--- config.mk ---
export PLATFORM = sky130hd
export DESIGN_NAME = log_echo_detect_flat
export DESIGN_NICKNAME = d
export VERILOG_FILES = /design/src/rtl/tof_pkg.sv /design/src/rtl/log_echo_detect_if.sv /design/src/rtl/log_noise_floor.sv /design/src/rtl/log_echo_detect.sv /design/src/flat_wrapper.sv
export SDC_FILE = /design/constraint.sdc
export NUM_CORES = 1
export LEC_CHECK = 0
export BUFFER_PORTS_ARGS = -buffer_cell sky130_fd_sc_hd__buf_4
export CORE_UTILIZATION = 45
export DETAILED_ROUTE_END_ITERATION = 7
export GPL_TIMING_DRIVEN = 0
export SETUP_SLACK_MARGIN = 0.02
export SLEW_MARGIN = 25
export SYNTH_ARGS = -nofsm -noshare
export SYNTH_HDL_FRONTEND = slang
export SYNTH_HIERARCHICAL = 1
export SYNTH_SLANG_ARGS = --single-unit
export TNS_END_PERCENT = 5
--- constraint.sdc ---
create_clock -name clk -period 6.2 [get_ports clk]
set_input_delay 0.62 -clock clk [delete_from_list [all_inputs] [get_ports clk]]
set_output_delay 0.62 -clock clk [all_outputs]
set_load 0.02 [all_outputs]
--- src/rtl/tof_pkg.sv ---
// Shared types and constants for the log-domain time-of-flight echo detector.
package tof_pkg;

  parameter int unsigned LOG_W    = 21;
  parameter int unsigned LOG_FRAC = 16;
  parameter int unsigned TS_W     = 16;

  // 1.0 in Q5.16 (one octave, 6.02 dB)
  parameter logic [LOG_W-1:0] LOG_ONE = LOG_W'(1) << LOG_FRAC;

  typedef enum logic [2:0] {
    StIdle,
    StBlank,
    StSearch,
    StTrack,
    StDone
  } echo_state_t;

endpackage

--- src/rtl/log_echo_detect_if.sv ---
// Control, sample stream and result bundle of the echo detector.
interface log_echo_detect_if #(
    parameter int unsigned LOG_W = tof_pkg::LOG_W,
    parameter int unsigned TS_W  = tof_pkg::TS_W
);

  logic             start;
  logic [LOG_W-1:0] thresh;
  logic [TS_W-1:0]  max_samples;
  logic             in_valid;
  logic [LOG_W-1:0] in_log;
  logic             busy;
  logic             done;
  logic             found;
  logic [TS_W-1:0]  tof;
  logic [LOG_W-1:0] peak_log;
  logic [LOG_W-1:0] noise_log;

  modport master (
    output start, thresh, max_samples, in_valid, in_log,
    input  busy, done, found, tof, peak_log, noise_log
  );

  modport slave (
    input  start, thresh, max_samples, in_valid, in_log,
    output busy, done, found, tof, peak_log, noise_log
  );

endinterface

--- src/rtl/log_noise_floor.sv ---
// Exponential moving average of the log envelope, with init / update / freeze control.
module log_noise_floor #(
    parameter int unsigned LOG_W = tof_pkg::LOG_W,
    parameter int unsigned SHIFT = 4
) (
    input  logic             clk,
    input  logic             rst,
    input  logic             init_i,
    input  logic             upd_i,
    input  logic [LOG_W-1:0] sample_i,
    output logic [LOG_W-1:0] noise_o
);

  logic [LOG_W-1:0]  noise_q, noise_d;
  logic signed [LOG_W:0] diff;
  logic signed [LOG_W:0] step;
  logic signed [LOG_W:0] sum;

  always_comb begin
    diff    = $signed({1'b0, sample_i}) - $signed({1'b0, noise_q});
    step    = diff >>> SHIFT;
    sum     = $signed({1'b0, noise_q}) + step;
    noise_d = noise_q;
    if (init_i) begin
      noise_d = sample_i;
    end else if (upd_i) begin
      // The step always moves toward the sample, so a negative sum cannot occur;
      // clamp anyway rather than wrap.
      noise_d = sum[LOG_W] ? '0 : sum[LOG_W-1:0];
    end
  end

  always_ff @(posedge clk) begin
    if (rst) begin
      noise_q <= '0;
    end else begin
      noise_q <= noise_d;
    end
  end

  assign noise_o = noise_q;

endmodule

--- src/rtl/log_echo_detect.sv ---
// First-echo detector: learns a log-domain noise floor, then reports the peak of the first
// echo that stays a programmable margin above it.
module log_echo_detect
  import tof_pkg::*;
#(
    parameter int unsigned LOG_W       = tof_pkg::LOG_W,
    parameter int unsigned TS_W        = tof_pkg::TS_W,
    parameter int unsigned BLANK       = 64,
    parameter int unsigned NOISE_SHIFT = 4,
    parameter int unsigned HOLD        = 4,
    parameter int unsigned END_HOLD    = 4
) (
    input logic               clk,
    input logic               rst,
    log_echo_detect_if.slave  bus
);

  localparam int unsigned RunW = $clog2(HOLD + 1);
  localparam int unsigned EndW = $clog2(END_HOLD + 1);

  localparam logic [TS_W-1:0] BlankLast = TS_W'(BLANK - 1);
  localparam logic [RunW-1:0] HoldCnt   = RunW'(HOLD);
  localparam logic [EndW-1:0] EndCnt    = EndW'(END_HOLD);

  echo_state_t      state_q, state_d;
  logic [LOG_W-1:0] thresh_q, thresh_d;
  logic [TS_W-1:0]  max_q, max_d;
  logic [TS_W-1:0]  idx_q, idx_d;
  logic [RunW-1:0]  run_q, run_d;
  logic [EndW-1:0]  end_q, end_d;
  logic             found_q, found_d;
  logic [TS_W-1:0]  tof_q, tof_d;
  logic [LOG_W-1:0] peak_q, peak_d;

  logic [LOG_W-1:0] noise;
  logic             floor_init;
  logic             floor_upd;
  logic [LOG_W:0]   limit;
  logic             above;
  logic             is_last;
  logic [TS_W-1:0]  max_last;

  log_noise_floor #(
    .LOG_W (LOG_W),
    .SHIFT (NOISE_SHIFT)
  ) u_floor (
    .clk      (clk),
    .rst      (rst),
    .init_i   (floor_init),
    .upd_i    (floor_upd),
    .sample_i (bus.in_log),
    .noise_o  (noise)
  );

  // One extra bit so floor + margin never wraps.
  assign limit    = {1'b0, noise} + {1'b0, thresh_q};
  assign above    = {1'b0, bus.in_log} > limit;
  // A window of 0 wraps to the all-ones index, i.e. 2^TS_W samples.
  assign max_last = max_q - TS_W'(1);
  assign is_last  = (idx_q == max_last);

  always_comb begin
    state_d    = state_q;
    thresh_d   = thresh_q;
    max_d      = max_q;
    idx_d      = idx_q;
    run_d      = run_q;
    end_d      = end_q;
    found_d    = found_q;
    tof_d      = tof_q;
    peak_d     = peak_q;
    floor_init = 1'b0;
    floor_upd  = 1'b0;

    unique case (state_q)
      StIdle: begin
        if (bus.start) begin
          thresh_d = bus.thresh;
          max_d    = bus.max_samples;
          found_d  = 1'b0;
          tof_d    = '0;
          peak_d   = '0;
          idx_d    = '0;
          run_d    = '0;
          end_d    = '0;
          state_d  = StBlank;
        end
      end

      StBlank: begin
        if (bus.in_valid) begin
          idx_d      = idx_q + 1'b1;
          floor_init = (idx_q == '0);
          floor_upd  = (idx_q != '0);
          if (is_last) begin
            state_d = StDone;
            found_d = 1'b0;
            tof_d   = '0;
            peak_d  = '0;
          end else if (idx_q == BlankLast) begin
            state_d = StSearch;
          end
        end
      end

      StSearch: begin
        if (bus.in_valid) begin
          idx_d = idx_q + 1'b1;
          if (above) begin
            run_d = run_q + 1'b1;
            // Strict compare keeps the earliest sample of an equal plateau.
            if (run_q == '0 || bus.in_log > peak_q) begin
              peak_d = bus.in_log;
              tof_d  = idx_q;
            end
            if (run_q + 1'b1 == HoldCnt) begin
              state_d = StTrack;
              end_d   = '0;
            end
          end else begin
            run_d     = '0;
            peak_d    = '0;
            tof_d     = '0;
            floor_upd = 1'b1;
          end
          if (is_last) begin
            state_d = StDone;
            found_d = 1'b0;
            tof_d   = '0;
            peak_d  = '0;
          end
        end
      end

      StTrack: begin
        if (bus.in_valid) begin
          idx_d = idx_q + 1'b1;
          if (above) begin
            end_d = '0;
            if (bus.in_log > peak_q) begin
              peak_d = bus.in_log;
              tof_d  = idx_q;
            end
          end else begin
            end_d = end_q + 1'b1;
          end
          if (is_last || (!above && (end_q + 1'b1 == EndCnt))) begin
            state_d = StDone;
            found_d = 1'b1;
          end
        end
      end

      StDone: begin
        state_d = StIdle;
      end

      default: begin
        state_d = StIdle;
      end
    endcase
  end

  always_ff @(posedge clk) begin
    if (rst) begin
      state_q  <= StIdle;
      thresh_q <= '0;
      max_q    <= '0;
      idx_q    <= '0;
      run_q    <= '0;
      end_q    <= '0;
      found_q  <= 1'b0;
      tof_q    <= '0;
      peak_q   <= '0;
    end else begin
      state_q  <= state_d;
      thresh_q <= thresh_d;
      max_q    <= max_d;
      idx_q    <= idx_d;
      run_q    <= run_d;
      end_q    <= end_d;
      found_q  <= found_d;
      tof_q    <= tof_d;
      peak_q   <= peak_d;
    end
  end

  assign bus.busy      = (state_q == StBlank) || (state_q == StSearch) || (state_q == StTrack);
  assign bus.done      = (state_q == StDone);
  assign bus.found     = found_q;
  assign bus.tof       = tof_q;
  assign bus.peak_log  = peak_q;
  assign bus.noise_log = noise;

endmodule

--- src/flat_wrapper.sv ---
// flat-port wrapper written by rule: the top's interface ports become plain ports
module log_echo_detect_flat import tof_pkg::*;
#(
    parameter int unsigned LOG_W       = tof_pkg::LOG_W,
    parameter int unsigned TS_W        = tof_pkg::TS_W,
    parameter int unsigned BLANK       = 64,
    parameter int unsigned NOISE_SHIFT = 4,
    parameter int unsigned HOLD        = 4,
    parameter int unsigned END_HOLD    = 4
)
  (clk, rst, bus_start, bus_thresh, bus_max_samples, bus_in_valid, bus_in_log, bus_busy, bus_done, bus_found, bus_tof, bus_peak_log, bus_noise_log);
  log_echo_detect_if #(.LOG_W(LOG_W), .TS_W(TS_W)) bus_i ();
  input logic clk;
  input logic rst;
  input wire logic [$bits(bus_i.start)-1:0] bus_start;
  input wire logic [$bits(bus_i.thresh)-1:0] bus_thresh;
  input wire logic [$bits(bus_i.max_samples)-1:0] bus_max_samples;
  input wire logic [$bits(bus_i.in_valid)-1:0] bus_in_valid;
  input wire logic [$bits(bus_i.in_log)-1:0] bus_in_log;
  output wire logic [$bits(bus_i.busy)-1:0] bus_busy;
  output wire logic [$bits(bus_i.done)-1:0] bus_done;
  output wire logic [$bits(bus_i.found)-1:0] bus_found;
  output wire logic [$bits(bus_i.tof)-1:0] bus_tof;
  output wire logic [$bits(bus_i.peak_log)-1:0] bus_peak_log;
  output wire logic [$bits(bus_i.noise_log)-1:0] bus_noise_log;
  assign bus_i.start = bus_start;
  assign bus_i.thresh = bus_thresh;
  assign bus_i.max_samples = bus_max_samples;
  assign bus_i.in_valid = bus_in_valid;
  assign bus_i.in_log = bus_in_log;
  assign bus_busy = bus_i.busy;
  assign bus_done = bus_i.done;
  assign bus_found = bus_i.found;
  assign bus_tof = bus_i.tof;
  assign bus_peak_log = bus_i.peak_log;
  assign bus_noise_log = bus_i.noise_log;
  log_echo_detect #(.LOG_W(LOG_W), .TS_W(TS_W), .BLANK(BLANK), .NOISE_SHIFT(NOISE_SHIFT), .HOLD(HOLD), .END_HOLD(END_HOLD)) u_core (.clk(clk), .rst(rst), .bus(bus_i));
endmodule
==> metrics.md <==
| Metric | Value |
|---|---|
| Final setup viols | `0` |
| Leakage | `4.84 nW` |
| Max IR drop VDD | `0.000159 V` |
| # fillers | `2,009` |
| Distinct cells, synth | `82` |
| Crit path kind | `register to register` |
| Syn nets | `1,372` |
| Max transition margin | `0.414` |
| Delay-heaviest family, CP | `compound AO/OA/AOI/OAI gates` |
| Tightest hold margin | `0.434 ns` |
| First-pass GRT wire length | `46.5 mm` |
| I/O Buffers | `122` |
| Min-delay worst type | `primary input to register` |
| CTS Sinks | `121` |
| Critical path arrival | `6.12 ns` |
| Mapped Cells | `1,195` |
| Final setup TNS | `0 ns` |
| Yosys Warn Count | `6` |
| TritonCTS clock tree | `yes` |
| Post-synthesis async set-or-reset flop share | `0` |
| CP cell instances | `ha_1 > a211oi_1 > o21a_1 > o31ai_1 > a21oi_1 > nor2b_1 > o41ai_1 > nor3_1 > a311oi_1 > ha_1 > nand4_1 > nor4_4 > a22oi_1 > nand2_1 > a211oi_4 > o22ai_1 > and3b_1 > nor3b_1 > o21ai_0 > mux2i_4 > buf_6 > o2bb2ai_2` |
| Clock transition at path regs | `0.06 ns` |
| Worst setup SP type | `register` |
| Initial antenna violation count | `0` |
| Core area | `21,000 um^2` |
| Worst path depth | `22` |
| Routability Congestion | `0.893` |
| Max Slew Vio Count | `0` |
| Yosys top cell by area | `dfxtp_1` |
| Vias | `9,382` |
| Post-synthesis sequential area ratio | `0.251` |
| Setup WS pre-CTS | `-0.297 ns` |
| Clk buf depth | `2` |
| Drt via density | `5.76` |
| Die X | `148 um` |
| Mean routed wirelength per cell | `18.5 um` |
| R2R depth | `22` |
| Final wirelength | `30.1 mm` |
| Clk_skew | `0.0102 ns` |
| Rows | `53` |
| Finished Core Util | `0.551` |
| Critical Path Max Stage Delay | `0.63 ns` |
| Fmax | `173 MHz` |
| Final WS setup | `0.434 ns` |
| RSZ-0062 raised after global routing | `false` |
| Io pins | `123` |
| Most common cell on crit path | `ha_1` |
| Gr usage total | `0.274` |
| Num CTS Buffers | `17` |
| Area grow syn2layout | `20.0%` |
| FF+latch count, synth | `121` |
| Starting Density | `0.459` |
| Congestion Overflow GR | `0` |
| Final hold vios | `0` |
| Synth top area share | `0.251` |
| Hold path startpoint | `bus_max_samples[0]` |
| Status | `finished, final reports clean` |
| Slowest-stage cell, CP | `o41ai_1` |
| Share of cells above drive strength 1 | `0.162` |
| Hold path cells | `3` |
| Root buffer cell | `clkbuf_16` |
| DR pass1 iterations | `6` |
| Layout Nets | `1,518` |
| CTS H-tree lvls | `4` |
| Post-layout min period | `5.77 ns` |
| Fin crit share | `0.930` |
| Top area cells in the synthesized netlist | `dfxtp_1 25%, ha_1 15%, a21oi_1 6.6%` |
| Worst skew pair latency | `0.43 ns` |
| Dpl hpwl | `23.2 mm` |
| Vias in the first global route | `8,446` |
| Post-synth EDFFs | `0` |
| CP bufs+invs | `1` |
| Ys flop type | `dfxtp_1` |
| Crit. End Element | `register` |
| Diodes inserted | `0` |
| Largest net degree at the start of global routing | `17` |
| Max capacitance violation total | `0` |
| FF-to-FF Start | `u_core/u_floor/noise_o[1]` |
| Critical Path Source | `u_core/u_floor/noise_o[1]` |
| Die area | `22,000 um^2` |
| Power per cell area | `330 nW/um^2` |
| Crit path required time | `6.55 ns` |
| Synth Cell Area | `9650 um^2` |
| # DRC | `0` |
| Detail Route Antenna Nets | `0` |
| DRT iter0 DRCs | `776` |
| Worst-path fanout max | `10` |
| Final Total Pwr | `3.82 mW` |
| Mean Syn Cell Area | `8.08 um^2` |
| Die Span Y | `148 um` |
| Worst slew pin tran | `0.879 ns` |
state kept, by name (all words and copies together), names as in the netlist:
| signal | flops |
|---|---|
| u_core/bus.peak_log | 21 |
| u_core/state_q | 3 |
| u_core/idx_q | 16 |
| u_core/bus.tof | 16 |
| u_core/run_q | 3 |
| u_core/bus.found | 1 |
| u_core/thresh_q | 21 |
| u_core/u_floor/noise_o | 21 |
| u_core/end_q | 3 |
| u_core/max_q | 16 |
path summary, 6_finish.rpt:
check / slack (ns) / to
worst max-delay path: 0.43 / u_core/u_floor/noise_o[19]
worst min-delay path: 0.43 / u_core/max_q[0]
worst max register to register: 0.43 / u_core/u_floor/noise_o[19]
worst min register to register: 0.46 / u_core/thresh_q[15]
final cells by class:
cell class	count	area, um^2	share of cell area
buffer	58	270	0.0233
sequential	121	2420	0.209
timing repair buffer	127	953	0.0823
clock inverter	14	160	0.0138
inverter	75	282	0.0243
multi-input combinational	941	6710	0.579
tap	275	344	0.0297
clock buffer	18	439	0.0379
through the flow:
| stage | area (um^2) | std cells |
|---|---|---|
| 4_1_cts | 11500 | 1626 |
| 3_3_place_gp | 10900 | 1592 |
| 5_1_grt | 11600 | 1629 |
| 2_1_floorplan | 9650 | 1195 |
| 6_report | 11600 | 1629 |
| 3_5_place_dp | 10900 | 1592 |
placed cells by master, fill, tap and decap left out, types with 8 or more instances in the layout:
master and n:
nand2_1 131, a21oi_1 128, buf_4 127, dfxtp_1 121
ha_1 113, inv_1 75, nor2_1 70, clkbuf_1 45
o21ai_0 45, nor3_1 40, a22o_1 40, xnor2_1 38
xor2_1 35, nand3_1 28, a21o_1 26, nand4_1 23
o2bb2ai_2 20, clkbuf_16 17, nand2b_1 11, a31oi_1 10
nor4_1 10, nor2b_1 10, or3_1 10, o21a_1 8
o211ai_1 8, o31ai_1 8
cells in the mapped netlist (4+ instances only):
cell       number
nor3b_1         5
o2bb2ai_2      20
inv_1          75
o21ai_1         7
o31ai_1         8
o21bai_1        5
nor2b_1        10
clkbuf_1       46
a311oi_1        4
nor3_1         40
nor4_1         12
nand2b_1       11
a22o_1         40
a21boi_0        4
nand3_1        28
and3_1          7
a21oi_1       128
or2_2           6
and4_1          6
buf_6           6
nand4_1        23
o211ai_1        8
a31oi_1        10
nand2_1       131
a211o_1         4
ha_1          113
o31a_1          6
o21a_1          8
nor2_1         70
dfxtp_1       121
a21o_1         26
and2_1          4
xor2_1         35
a22oi_1         5
xnor2_1        38
o21ai_0        45
a211oi_1        7
buf_2           5
or3_1          10
report_power, final:
| part | leakage [nW] | switching (mW) | total, mW | internal, mW |
|---|---|---|---|---|
| Clock | 0.287 | 0.419 | 1.03 | 0.612 |
| Combinational | 3.57 | 1.12 | 1.84 | 0.725 |
| Sequential | 0.982 | 0.0948 | 0.949 | 0.854 |
what timing repair did:
item | CTS | global route
hold endpoints to repair | 0 | 0
setup buffers | 2 | 3
resized for setup | 1 | 4
setup endpoints to repair | 52 | 57
hold buffers | 0 | 0
gates cloned | 0 | 0
pin swaps | 1 | 1
cells by family (layout without fill, tap and decap cells):
group,Yosys count,after routing,share of synthesized area
AND/OR/NAND/NOR,377,377,0.193
AO/OA/AOI/OAI,372,372,0.277
buffers and inverters,133,292,0.0570
flip-flops,121,121,0.251
adder cells (fa/ha/maj),115,115,0.151
XOR/XNOR,73,73,0.0662
multiplexers,4,4,0.00544
routing by layer:
metal / global-route usage / share of wire / routed length [um]
met1: 0.398 / 0.50 / 15000
met2: 0.416 / 0.43 / 12800
met3: 0.0423 / 0.059 / 1760
met4: 0.0768 / 0.016 / 472
met5: 0 / 0 / 0
tightest hold or removal path, stage by stage:
cell     delay (ns)
buf_4          0.11
nand2_1        0.04
a21oi_1        0.05
Note: power is estimated with default switching activity, not from simulation.
